## config.mk

```make
export PLATFORM = sky130hd
export DESIGN_NAME = pipelined_dot_product_acc
export DESIGN_NICKNAME = d
export VERILOG_FILES = /design/src/rtl/dp_pkg.sv /design/src/rtl/dp_adder_tree.sv /design/src/rtl/pipelined_dot_product_acc.sv
export SDC_FILE = /design/constraint.sdc
export NUM_CORES = 2
export LEC_CHECK = 0
export CAP_MARGIN = 10
export CELL_PAD_IN_SITES_DETAIL_PLACEMENT = 0
export CELL_PAD_IN_SITES_GLOBAL_PLACEMENT = 1
export CORE_MARGIN = 8
export CORE_UTILIZATION = 35
export DETAILED_ROUTE_END_ITERATION = 8
export PLACE_DENSITY_LB_ADDON = 0.12
export SLEW_MARGIN = 0
export SYNTH_ARGS = -nofsm -noshare
export SYNTH_HDL_FRONTEND = slang
export SYNTH_SLANG_ARGS = --single-unit
```

## constraint.sdc

```tcl
create_clock -name clk -period 12.32 [get_ports clk]
set_input_delay 1.848 -clock clk [delete_from_list [all_inputs] [get_ports clk]]
set_output_delay 1.848 -clock clk [all_outputs]
set_load 0.1 [all_outputs]
```

## src/rtl/dp_pkg.sv

```systemverilog
// Shared definitions for the streaming dot-product engine: width helper,
// default fixed-point widths and the controller state encoding.
package dp_pkg;

    // Ceiling log2; returns 0 for n <= 1.
    function automatic int clog2(input int n);
        int r;
        r = 0;
        while ((1 << r) < n) begin
            r++;
        end
        return r;
    endfunction

    localparam int DP_PIX_W    = 10;
    localparam int DP_WGT_W    = 19;
    localparam int DP_WGT_FRAC = 16;
    localparam int DP_OUT_W    = 26;

    // Weight code for 1.0 in the signed WGT_FRAC fixed-point format.
    localparam logic [DP_WGT_W-1:0] WGT_ONE = DP_WGT_W'(1 << DP_WGT_FRAC);

    typedef enum logic [1:0] {
        IDLE  = 2'd0,
        ACCUM = 2'd1,
        DRAIN = 2'd2,
        HOLD  = 2'd3
    } state_e;

endpackage

```

## src/rtl/dp_adder_tree.sv

```systemverilog
// Registered binary adder tree. Each level halves the operand count and is
// followed by a register; a valid bit travels alongside the sums. With a
// single lane the tree collapses to a wire.
module dp_adder_tree
    import dp_pkg::*;
#(
    parameter int  LANES = 4,
    parameter int  IN_W  = 30,
    localparam int SUM_W = IN_W + clog2(LANES)
) (
    input  logic                    clk,
    input  logic                    rst,
    input  logic                    in_valid,
    input  logic [LANES*IN_W-1:0]   in_data,
    output logic                    out_valid,
    output logic signed [SUM_W-1:0] out_data
);

    localparam int LEVELS = clog2(LANES);
    localparam int NP     = 1 << LEVELS;

    logic signed [SUM_W-1:0] leaf [NP];

    // Sign-extend every lane to full tree width; pad up to a power of two with zeros.
    always_comb begin
        // NOTE: every element gets a default first so no path leaves it unassigned (no latch).
        for (int i = 0; i < NP; i++) begin
            leaf[i] = '0;
        end
        for (int i = 0; i < LANES; i++) begin
            leaf[i] = SUM_W'($signed(in_data[i*IN_W +: IN_W]));
        end
    end

    for (genvar k = 1; k <= LEVELS; k++) begin : g_lvl
        localparam int N = NP >> k;

        logic signed [SUM_W-1:0] prev [2*N];
        logic                    prev_valid;
        logic signed [SUM_W-1:0] sum_d [N];
        logic signed [SUM_W-1:0] sum_q [N];
        logic                    valid_q;

        if (k == 1) begin : g_from_leaf
            assign prev       = leaf;
            assign prev_valid = in_valid;
        end else begin : g_from_lvl
            assign prev       = g_lvl[k-1].sum_q;
            assign prev_valid = g_lvl[k-1].valid_q;
        end

        // Pairwise sum of the level below.
        always_comb begin
            for (int i = 0; i < N; i++) begin
                sum_d[i] = prev[2*i] + prev[2*i+1];
            end
        end

        // Level register; bubbles flow through as zero sums with valid low.
        always_ff @(posedge clk or posedge rst) begin
            if (rst) begin
                valid_q <= 1'b0;
                // NOTE: this is a handful of pipeline flops, not a RAM, so clearing it on reset is cheap and keeps a reset-aborted vector from leaking into the next one.
                for (int i = 0; i < N; i++) begin
                    sum_q[i] <= '0;
                end
            end else begin
                // NOTE: non-blocking so every level samples its neighbour's pre-edge value.
                valid_q <= prev_valid;
                sum_q   <= sum_d;
            end
        end
    end

    if (LEVELS == 0) begin : g_out_wire
        assign out_valid = in_valid;
        assign out_data  = leaf[0];
    end else begin : g_out_reg
        assign out_valid = g_lvl[LEVELS].valid_q;
        assign out_data  = g_lvl[LEVELS].sum_q[0];
    end

endmodule

```

## src/rtl/pipelined_dot_product_acc.sv

```systemverilog
// Streaming fixed-point dot-product engine. Per beat, LANES unsigned pixels
// are multiplied by signed weights, reduced by a registered adder tree and
// accumulated at full precision until the in_last beat; the scaled and
// saturated result is then held until the consumer takes it.
module pipelined_dot_product_acc
    import dp_pkg::*;
#(
    parameter int  LANES     = 4,
    parameter int  PIX_W     = DP_PIX_W,
    parameter int  WGT_W     = DP_WGT_W,
    parameter int  WGT_FRAC  = DP_WGT_FRAC,
    parameter int  OUT_W     = DP_OUT_W,
    parameter int  OUT_SHIFT = 0,
    parameter int  MAX_BEATS = 256,
    localparam int BEAT_W    = clog2(MAX_BEATS + 1)
) (
    input  logic                    clk,
    input  logic                    rst,
    input  logic                    in_valid,
    output logic                    in_ready,
    input  logic [LANES*PIX_W-1:0]  in_pixels,
    input  logic [LANES*WGT_W-1:0]  in_weights,
    input  logic                    in_last,
    output logic                    out_valid,
    input  logic                    out_ready,
    output logic signed [OUT_W-1:0] out_data,
    output logic                    out_sat,
    output logic [BEAT_W-1:0]       out_beats
);

    localparam int PROD_W    = PIX_W + WGT_W + 1;
    localparam int TREE_LVLS = clog2(LANES);
    localparam int SUM_W     = PROD_W + TREE_LVLS;
    localparam int ACC_W     = SUM_W + clog2(MAX_BEATS);
    // Product register + tree levels + accumulator, then the output register.
    localparam int LAT       = TREE_LVLS + 2;
    localparam int CNT_W     = clog2(LAT);

    localparam logic [CNT_W-1:0]  CNT_LOAD = CNT_W'(LAT - 1);
    localparam logic [BEAT_W-1:0] BEAT_MAX = BEAT_W'(MAX_BEATS);

    logic                      accept;
    logic [LANES*PROD_W-1:0]   prod_d, prod_q;
    logic                      prod_valid_d, prod_valid_q;
    logic                      tree_valid;
    logic signed [SUM_W-1:0]   tree_sum;

    state_e                    state_d, state_q;
    logic [CNT_W-1:0]          cnt_d, cnt_q;
    logic signed [ACC_W-1:0]   acc_d, acc_q;
    logic [BEAT_W-1:0]         beats_d, beats_q;
    logic                      in_ready_d, in_ready_q;
    logic                      out_valid_d, out_valid_q;
    logic signed [OUT_W-1:0]   out_data_d, out_data_q;
    logic                      out_sat_d, out_sat_q;
    logic [BEAT_W-1:0]         out_beats_d, out_beats_q;

    logic signed [ACC_W-1:0]   shifted;
    logic signed [OUT_W-1:0]   sat_data;
    logic                      sat_flag;

    // Lane multipliers; a beat that is not accepted injects a zero bubble.
    always_comb begin
        accept       = in_valid && in_ready_q;
        prod_valid_d = accept;
        prod_d       = '0;
        for (int i = 0; i < LANES; i++) begin
            if (accept) begin
                prod_d[i*PROD_W +: PROD_W] =
                    PROD_W'($signed({1'b0, in_pixels[i*PIX_W +: PIX_W]}) *
                            $signed(in_weights[i*WGT_W +: WGT_W]));
            end
        end
    end

    // Product register feeding the adder tree.
    always_ff @(posedge clk or posedge rst) begin
        if (rst) begin
            prod_q       <= '0;
            prod_valid_q <= 1'b0;
        end else begin
            prod_q       <= prod_d;
            prod_valid_q <= prod_valid_d;
        end
    end

    dp_adder_tree #(
        .LANES (LANES),
        .IN_W  (PROD_W)
    ) u_tree (
        .clk       (clk),
        .rst       (rst),
        .in_valid  (prod_valid_q),
        .in_data   (prod_q),
        .out_valid (tree_valid),
        .out_data  (tree_sum)
    );

    // Floor-scale the accumulator and clip it into the signed OUT_W range.
    always_comb begin
        shifted = acc_q >>> OUT_SHIFT;
        if ((&shifted[ACC_W-1:OUT_W-1]) || !(|shifted[ACC_W-1:OUT_W-1])) begin
            sat_data = shifted[OUT_W-1:0];
            sat_flag = 1'b0;
        end else if (shifted[ACC_W-1]) begin
            sat_data = {1'b1, {(OUT_W-1){1'b0}}};
            sat_flag = 1'b1;
        end else begin
            sat_data = {1'b0, {(OUT_W-1){1'b1}}};
            sat_flag = 1'b1;
        end
    end

    // Controller next state: beat acceptance, drain countdown, result hand-off.
    always_comb begin
        state_d     = state_q;
        cnt_d       = cnt_q;
        acc_d       = acc_q;
        beats_d     = beats_q;
        out_valid_d = out_valid_q;
        out_data_d  = out_data_q;
        out_sat_d   = out_sat_q;
        out_beats_d = out_beats_q;

        if (tree_valid) begin
            acc_d = acc_q + ACC_W'(tree_sum);
        end
        if (accept && (beats_q != BEAT_MAX)) begin
            beats_d = beats_q + 1'b1;
        end

        case (state_q)
            IDLE, ACCUM: begin
                if (accept) begin
                    if (in_last) begin
                        state_d = DRAIN;
                        cnt_d   = CNT_LOAD;
                    end else begin
                        state_d = ACCUM;
                    end
                end
            end
            DRAIN: begin
                // The last beat's sum is in acc_q once the countdown expires.
                if (cnt_q == '0) begin
                    state_d     = HOLD;
                    out_valid_d = 1'b1;
                    out_data_d  = sat_data;
                    out_sat_d   = sat_flag;
                    out_beats_d = beats_q;
                end else begin
                    cnt_d = cnt_q - 1'b1;
                end
            end
            HOLD: begin
                if (out_ready) begin
                    state_d     = IDLE;
                    out_valid_d = 1'b0;
                    acc_d       = '0;
                    beats_d     = '0;
                end
            end
            default: state_d = IDLE;
        endcase

        in_ready_d = (state_d == IDLE) || (state_d == ACCUM);
    end

    // Controller, accumulator and registered outputs.
    always_ff @(posedge clk or posedge rst) begin
        if (rst) begin
            state_q     <= IDLE;
            cnt_q       <= '0;
            acc_q       <= '0;
            beats_q     <= '0;
            in_ready_q  <= 1'b0;
            out_valid_q <= 1'b0;
            out_data_q  <= '0;
            out_sat_q   <= 1'b0;
            out_beats_q <= '0;
        end else begin
            state_q     <= state_d;
            cnt_q       <= cnt_d;
            acc_q       <= acc_d;
            beats_q     <= beats_d;
            in_ready_q  <= in_ready_d;
            out_valid_q <= out_valid_d;
            out_data_q  <= out_data_d;
            out_sat_q   <= out_sat_d;
            out_beats_q <= out_beats_d;
        end
    end

    assign in_ready  = in_ready_q;
    assign out_valid = out_valid_q;
    assign out_data  = out_data_q;
    assign out_sat   = out_sat_q;
    assign out_beats = out_beats_q;

endmodule

```

# [Word level (Yosys, flattened, before mapping)]
# Index checks and enable logic that the tools add are counted.
[word_totals] out_inout_bits=38 register_bits=310 inputBits=121
[classes] add_sub_neg=6 reduce_logical=16 mux=25 eq_ne=10 mul=4
[ops] cell="$mul 11x19->30" count=4
[ops] cell="$mux 30" count=4
[ops] cell="$mux 40" count=3
[ops] cell="$add 30x30->31" count=2
[ops] cell="$mux 26" count=2
[ops] cell="$add 40x32->40" count=1
[ops] cell="$add 32x32->32" count=1
[ops] cell="$mux 9" count=3
[ops] cell="$reduce_and 15->1" count=1
[ops] cell="$reduce_or 15->1" count=1
[ops] cell="$mux 2" count=7
[ops] cell="$ne 2x2->1 const B" count=5
[ops] cell="$add 9x1->9 const B" count=1
[ops] cell="$ne 9x9->1 const B" count=1
[ops] cell="$logic_not 2->1" count=3
[ops] cell="$pmux 2 s3" count=1
[ops] cell="$eq 2x1->1 const B" count=2
[ops] cell="$eq 2x2->1 const B" count=2
[ops] cell="$pmux 2 s2" count=1
[ops] cell="$reduce_and 4->1" count=1
[ops] cell="$reduce_bool 2->1" count=2
[ops] cell="$mux 1" count=3
[ops] cell="$reduce_and 3->1" count=1
[ops] cell="$logic_and 1x1->1" count=2
[ops] cell="other kinds (6)" count=7

# [Longest topological paths before layout]
[depth] depth_word=5 ltp_mapped=25 depth_no_buf=23

# [Hierarchy]
# A second synthesis with hierarchy kept.
[hier_totals] hier_cells=4875 hier_area_um2=44351.3
[modules_own_cells] mod="pipelined_dot_product_acc" cells_per_inst=4138 area_each_um2=37257.0 n_inst=1
[modules_own_cells] mod="dp_adder_tree" cells_per_inst=737 area_each_um2=7094.3 n_inst=1

# [Worst setup path before layout]
# No wires, ideal clock.
[synth_timing] path_type="input -> register" startpoint="in in_pixels[32]" endpoint="reg prod_q[119]" stages=23 path_buffers=2 arrival_time_ns=7.289 setup_time_ns=0.132 setup_slack_ns=4.899 cell_sequence="clkbuf_1 -> clkbuf_1 -> nand2_1 -> fa_1 -> fa_1 -> inv_1 -> fa_1 -> fa_1 -> inv_1 -> fa_1 -> inv_1 -> ha_1 -> a21o_1 -> a221oi_1 -> o31ai_1 -> o311ai_1 -> o211ai_1 -> o211ai_1 -> o2111ai_1 -> a21oi_1 -> o21ai_1 -> xnor2_1 -> nor2_1"
[synth_via] elab_chain_cells=2
[synth_rtl] item="from (decl)" line_no="pipelined_dot_product_acc.sv:21" text="input logic [LANES*PIX_W-1:0] in_pixels,"
[synth_rtl] item="$mul 11x19->30" line_no="pipelined_dot_product_acc.sv:70" text="PROD_W'($signed({1'b0, in_pixels[i*PIX_W +: PIX_W]}) *"
[synth_rtl] item="$mux 30" line_no="pipelined_dot_product_acc.sv:68" text="if (accept) begin"
[synth_rtl] item="net prod_d[119]" line_no="pipelined_dot_product_acc.sv:43" text="logic [LANES*PROD_W-1:0] prod_d, prod_q;"
[synth_rtl] item="to (signal assigned)" line_no="pipelined_dot_product_acc.sv:82" text="prod_q <= prod_d;"
[synth_rtl] item="to (decl)" line_no="pipelined_dot_product_acc.sv:43"
# The timed path passes the listed nets, and every way through them passes these cells.
# A chain may end at the register's enable or synchronous reset.

# [Final worst setup path]
[layout_timing] startpoint="in in_pixels[35]" endpoint="reg prod_q[119]"
# The elaborated chain is that of the path after synthesis.

==> metrics <==
row cnt=around 130; # Post-CTS Setup Buffers=0; via count=just over 30000; final slew viol count=0; initial antenna violation count=3; RSZ-0062 raised after global routing=false; Async S/R FF share, synth=100%; initial drt markers=about 1300; Total Neg Setup Slack=0 ns; Mapped Area=between 0.04 and 0.05 mm²; Die Area=~0.14 mm²; Crit Path Class=primary input to flop; Port-buffer cells=approximately 160; clock latency at the later pin of the worst-skew pair=approximately 0.55 ns; Syn Inst Count=slightly below 5000; Global Route Usage Sum=between 10% and 20%; chip width=369 µm; synth unique cells=78; Reg area=between 0.007 and 0.008 mm²; most frequent CP cell=fa_1; P&R area growth vs syn=9.92%; Final Cell Area=~0.048 mm²; Core Area=approximately 0.12 mm²; DRC Markers=0; worst-path cell chain=clkdlybuf4s50_1 -> and2_1 -> fa_1 -> inv_1 -> fa_1 -> inv_1 -> fa_1 -> fa_1 -> inv_1 -> fa_1 -> inv_1 -> ha_1 -> a21o_1 -> a221oi_1 -> o31ai_1 -> o311ai_1 -> o211ai_1 -> o211ai_1 -> o2111ai_1 -> a21oi_1 -> o21ai_1 -> xnor2_1 -> nor2_1; Final WS setup=around 4.3 ns; Largest stage delay, worst path=around 0.86 ns; final WL=about 110000 µm; Worst setup SP type=primary input; crit end category=flop; initial core utilization=around a third; fill count=about 13000; number of synthesized flops with an enable pin=0; root cell of the clock tree=clkbuf_16; Setup Skew=between 0.02 and 0.03 ns; arrival time worst endpoint=about 8.4 ns; first-pass GRT wire length=around 190000 µm; fraction of the cycle the final worst path needs=around 65%; largest net degree at the start of global routing=~110; Ports=~160; CTS H-tree depth=2; # hold bufs at CTS=0; Clock transition at path regs=0.05 ns; setup violators final=0; Place WS=3.67 ns; worst reg2reg setup slack=8.50 ns; fmax=approximately 120 MHz; DIE HEIGHT=369 µm; ys flop type=dfrtp_1; Pleak=~25 nW; post-synth net total=between 6000 and 7000; cts repair resizes=0; synth warn=0; global placer's final weighted congestion=~0.82; Tmin final=around 8.0 ns; Max Fanout on Critical Path=19; DP Area=0.0468 mm²; HP Class=flop to flop; worst hold margin=approximately 0.35 ns; vias per std cell=roughly 4.8; vias in the first global route=between 30000 and 40000; Avg Inst Size Synth=~9.1 µm²; wire length per cell=17.2 µm; Multi-input gate area=about 0.032 mm²; Worst slew margin=28.6%; GRT Residual Overflow=0; Final Util=between 30% and 40%; CTS max path bufs=3; Worst-Margin Slew=1.07 ns; post-DP HPWL=between 90000 and 100000 µm; post-synthesis register bit count=~310; antenna viol nets, final=0; Max Cap Viol=0; Pre-antenna DRT Iters=5; WP data required=roughly 13 ns; Worst path slowest cell=clkdlybuf4s50_1; sequential area share after synthesis=17.6%; CTS Sinks=a little over 300; nets=approximately 6000; TritonCTS clock tree=yes; pwr/cell area=around 270 mW/mm²; total CTS buffers=38; peak supply drop=approximately 0.17 mV; outcome=completed; Final Hold Fails=0; share of post-route cells with drive strength above 1=2.26%
==> cells in the mapped netlist (all sizes together), types with 17 or more instances <==
library cell,n,area (µm²)
inv,928,3480
fa,680,13600
nand2,559,2100
ha,401,5020
and2,343,2150
dfrtp,308,7710
nor2,217,815
a21oi,208,1060
o21ai,174,882
clkbuf,156,586
xnor2,156,1370
a21o,105,788
xor2,74,648
nand3,41,205
and3,39,244
o21bai,34,255
nand2b,32,200
buf,31,116
nor2b,31,194
o21a,29,218
mux2i,27,270
nand4,23,144
nor3,20,100
a211oi,19,143
a31oi,17,113
==> metrics by stage <==
| stage | total power [mW] | cells |
|---|---|---|
| 2_1_floorplan | 9.39 | 4806 |
| 3_3_place_gp | 12.2 | 6429 |
| 3_5_place_dp | 12.1 | 6429 |
| 4_1_cts | 13.4 | 6496 |
| 5_1_grt | 14.7 | 6496 |
| 6_report | 13.1 | 6497 |
==> cell usage in the layout (no fill, tap or decap), drive strengths merged, types with 31 or more instances in the layout <==
cell type and instances:
nor2 217, a21o 105, nand3 41, a21oi 208, nor2b 31, xor2 74, xnor2 156, and2 343
inv 929, nand2b 32, clkdlybuf4s50 158, clkbuf 52, o21ai 174, fa 680, nand2 559, dfrtp 308
and3 39, ha 401, o21bai 34
==> kinds of logic after synthesis <==
logic type	Yosys count	synth area share (%)
buf+inv	1115	9.57
mux	35	0.824
simple gates	1361	15.0
flops	308	17.6
compound gates	676	9.78
xor+xnor	230	4.61
fa+ha+maj	1081	42.6
==> where the power goes <==
group          internal (mW)  switching, mW  total (mW)
sequential              1.41          0.279        1.68
combinational           4.14           6.12        10.3
clock                  0.709          0.434        1.14
total                   6.25           6.84        13.1
==> state kept, by name, summed over array words and instances (netlist names) <==
name	flops
acc_q	40
beats_q	9
cnt_q	2
in_ready	1
out_beats	9
out_data	26
out_sat	1
out_valid	1
prod_q	120
prod_valid_q	1
state_q	2
u_tree.g_lvl.sum_q	62
u_tree.g_lvl.valid_q	1
u_tree.out_data	32
u_tree.out_valid	1
==> critical path: cells and delay by family <==
kind / cells / cell delay (ns)
AOI/OAI and AO/OA: 9 / 2.09
xor gates and xnor gates: 1 / 0.16
and+or+nand+nor: 2 / 0.43
adders and majority gates: 6 / 2.83
buffers and inverters: 5 / 1.06
==> metal layers <==
| layer | share of wire (%) | wire length, µm | track usage, % | vias up |
|---|---|---|---|---|
| met5 | 0.0063 | 7 | 0 | - |
| met2 | 47 | 52400 | 28.1 | 357 |
| met4 | 2.1 | 2300 | 3.38 | 2 |
| li1 | - | - | - | 14984 |
| met1 | 48 | 54000 | 23.7 | 15429 |
| met3 | 2.7 | 3070 | 1.64 | 110 |
==> worst paths after layout <==
check                               from  depth (start not counted)                         to
max                        in_pixels[35]                         23                prod_q[119]
min                         prod_valid_q                          0    u_tree.g_lvl[1].valid_q
max reg2reg                   prod_q[90]                         14  u_tree.g_lvl[1].sum_q[28]
min reg2reg                 prod_valid_q                          0    u_tree.g_lvl[1].valid_q
max in group asynchronous            rst                          3           u_tree.out_valid
min in group asynchronous            rst                          2                out_data[1]
==> area by class of cell <==
type                    instances  share of cell area [%]
diodes                          1                 0.00521
clock buffers                  52                    2.21
clock inverters                15                   0.435
inverters                     928                    7.26
multi-input cells            3383                    66.3
flip-flops and latches        308                    16.0
well taps                    1637                    4.26
repair buffers                173                    3.52
Power figures use the tool's default switching activity.
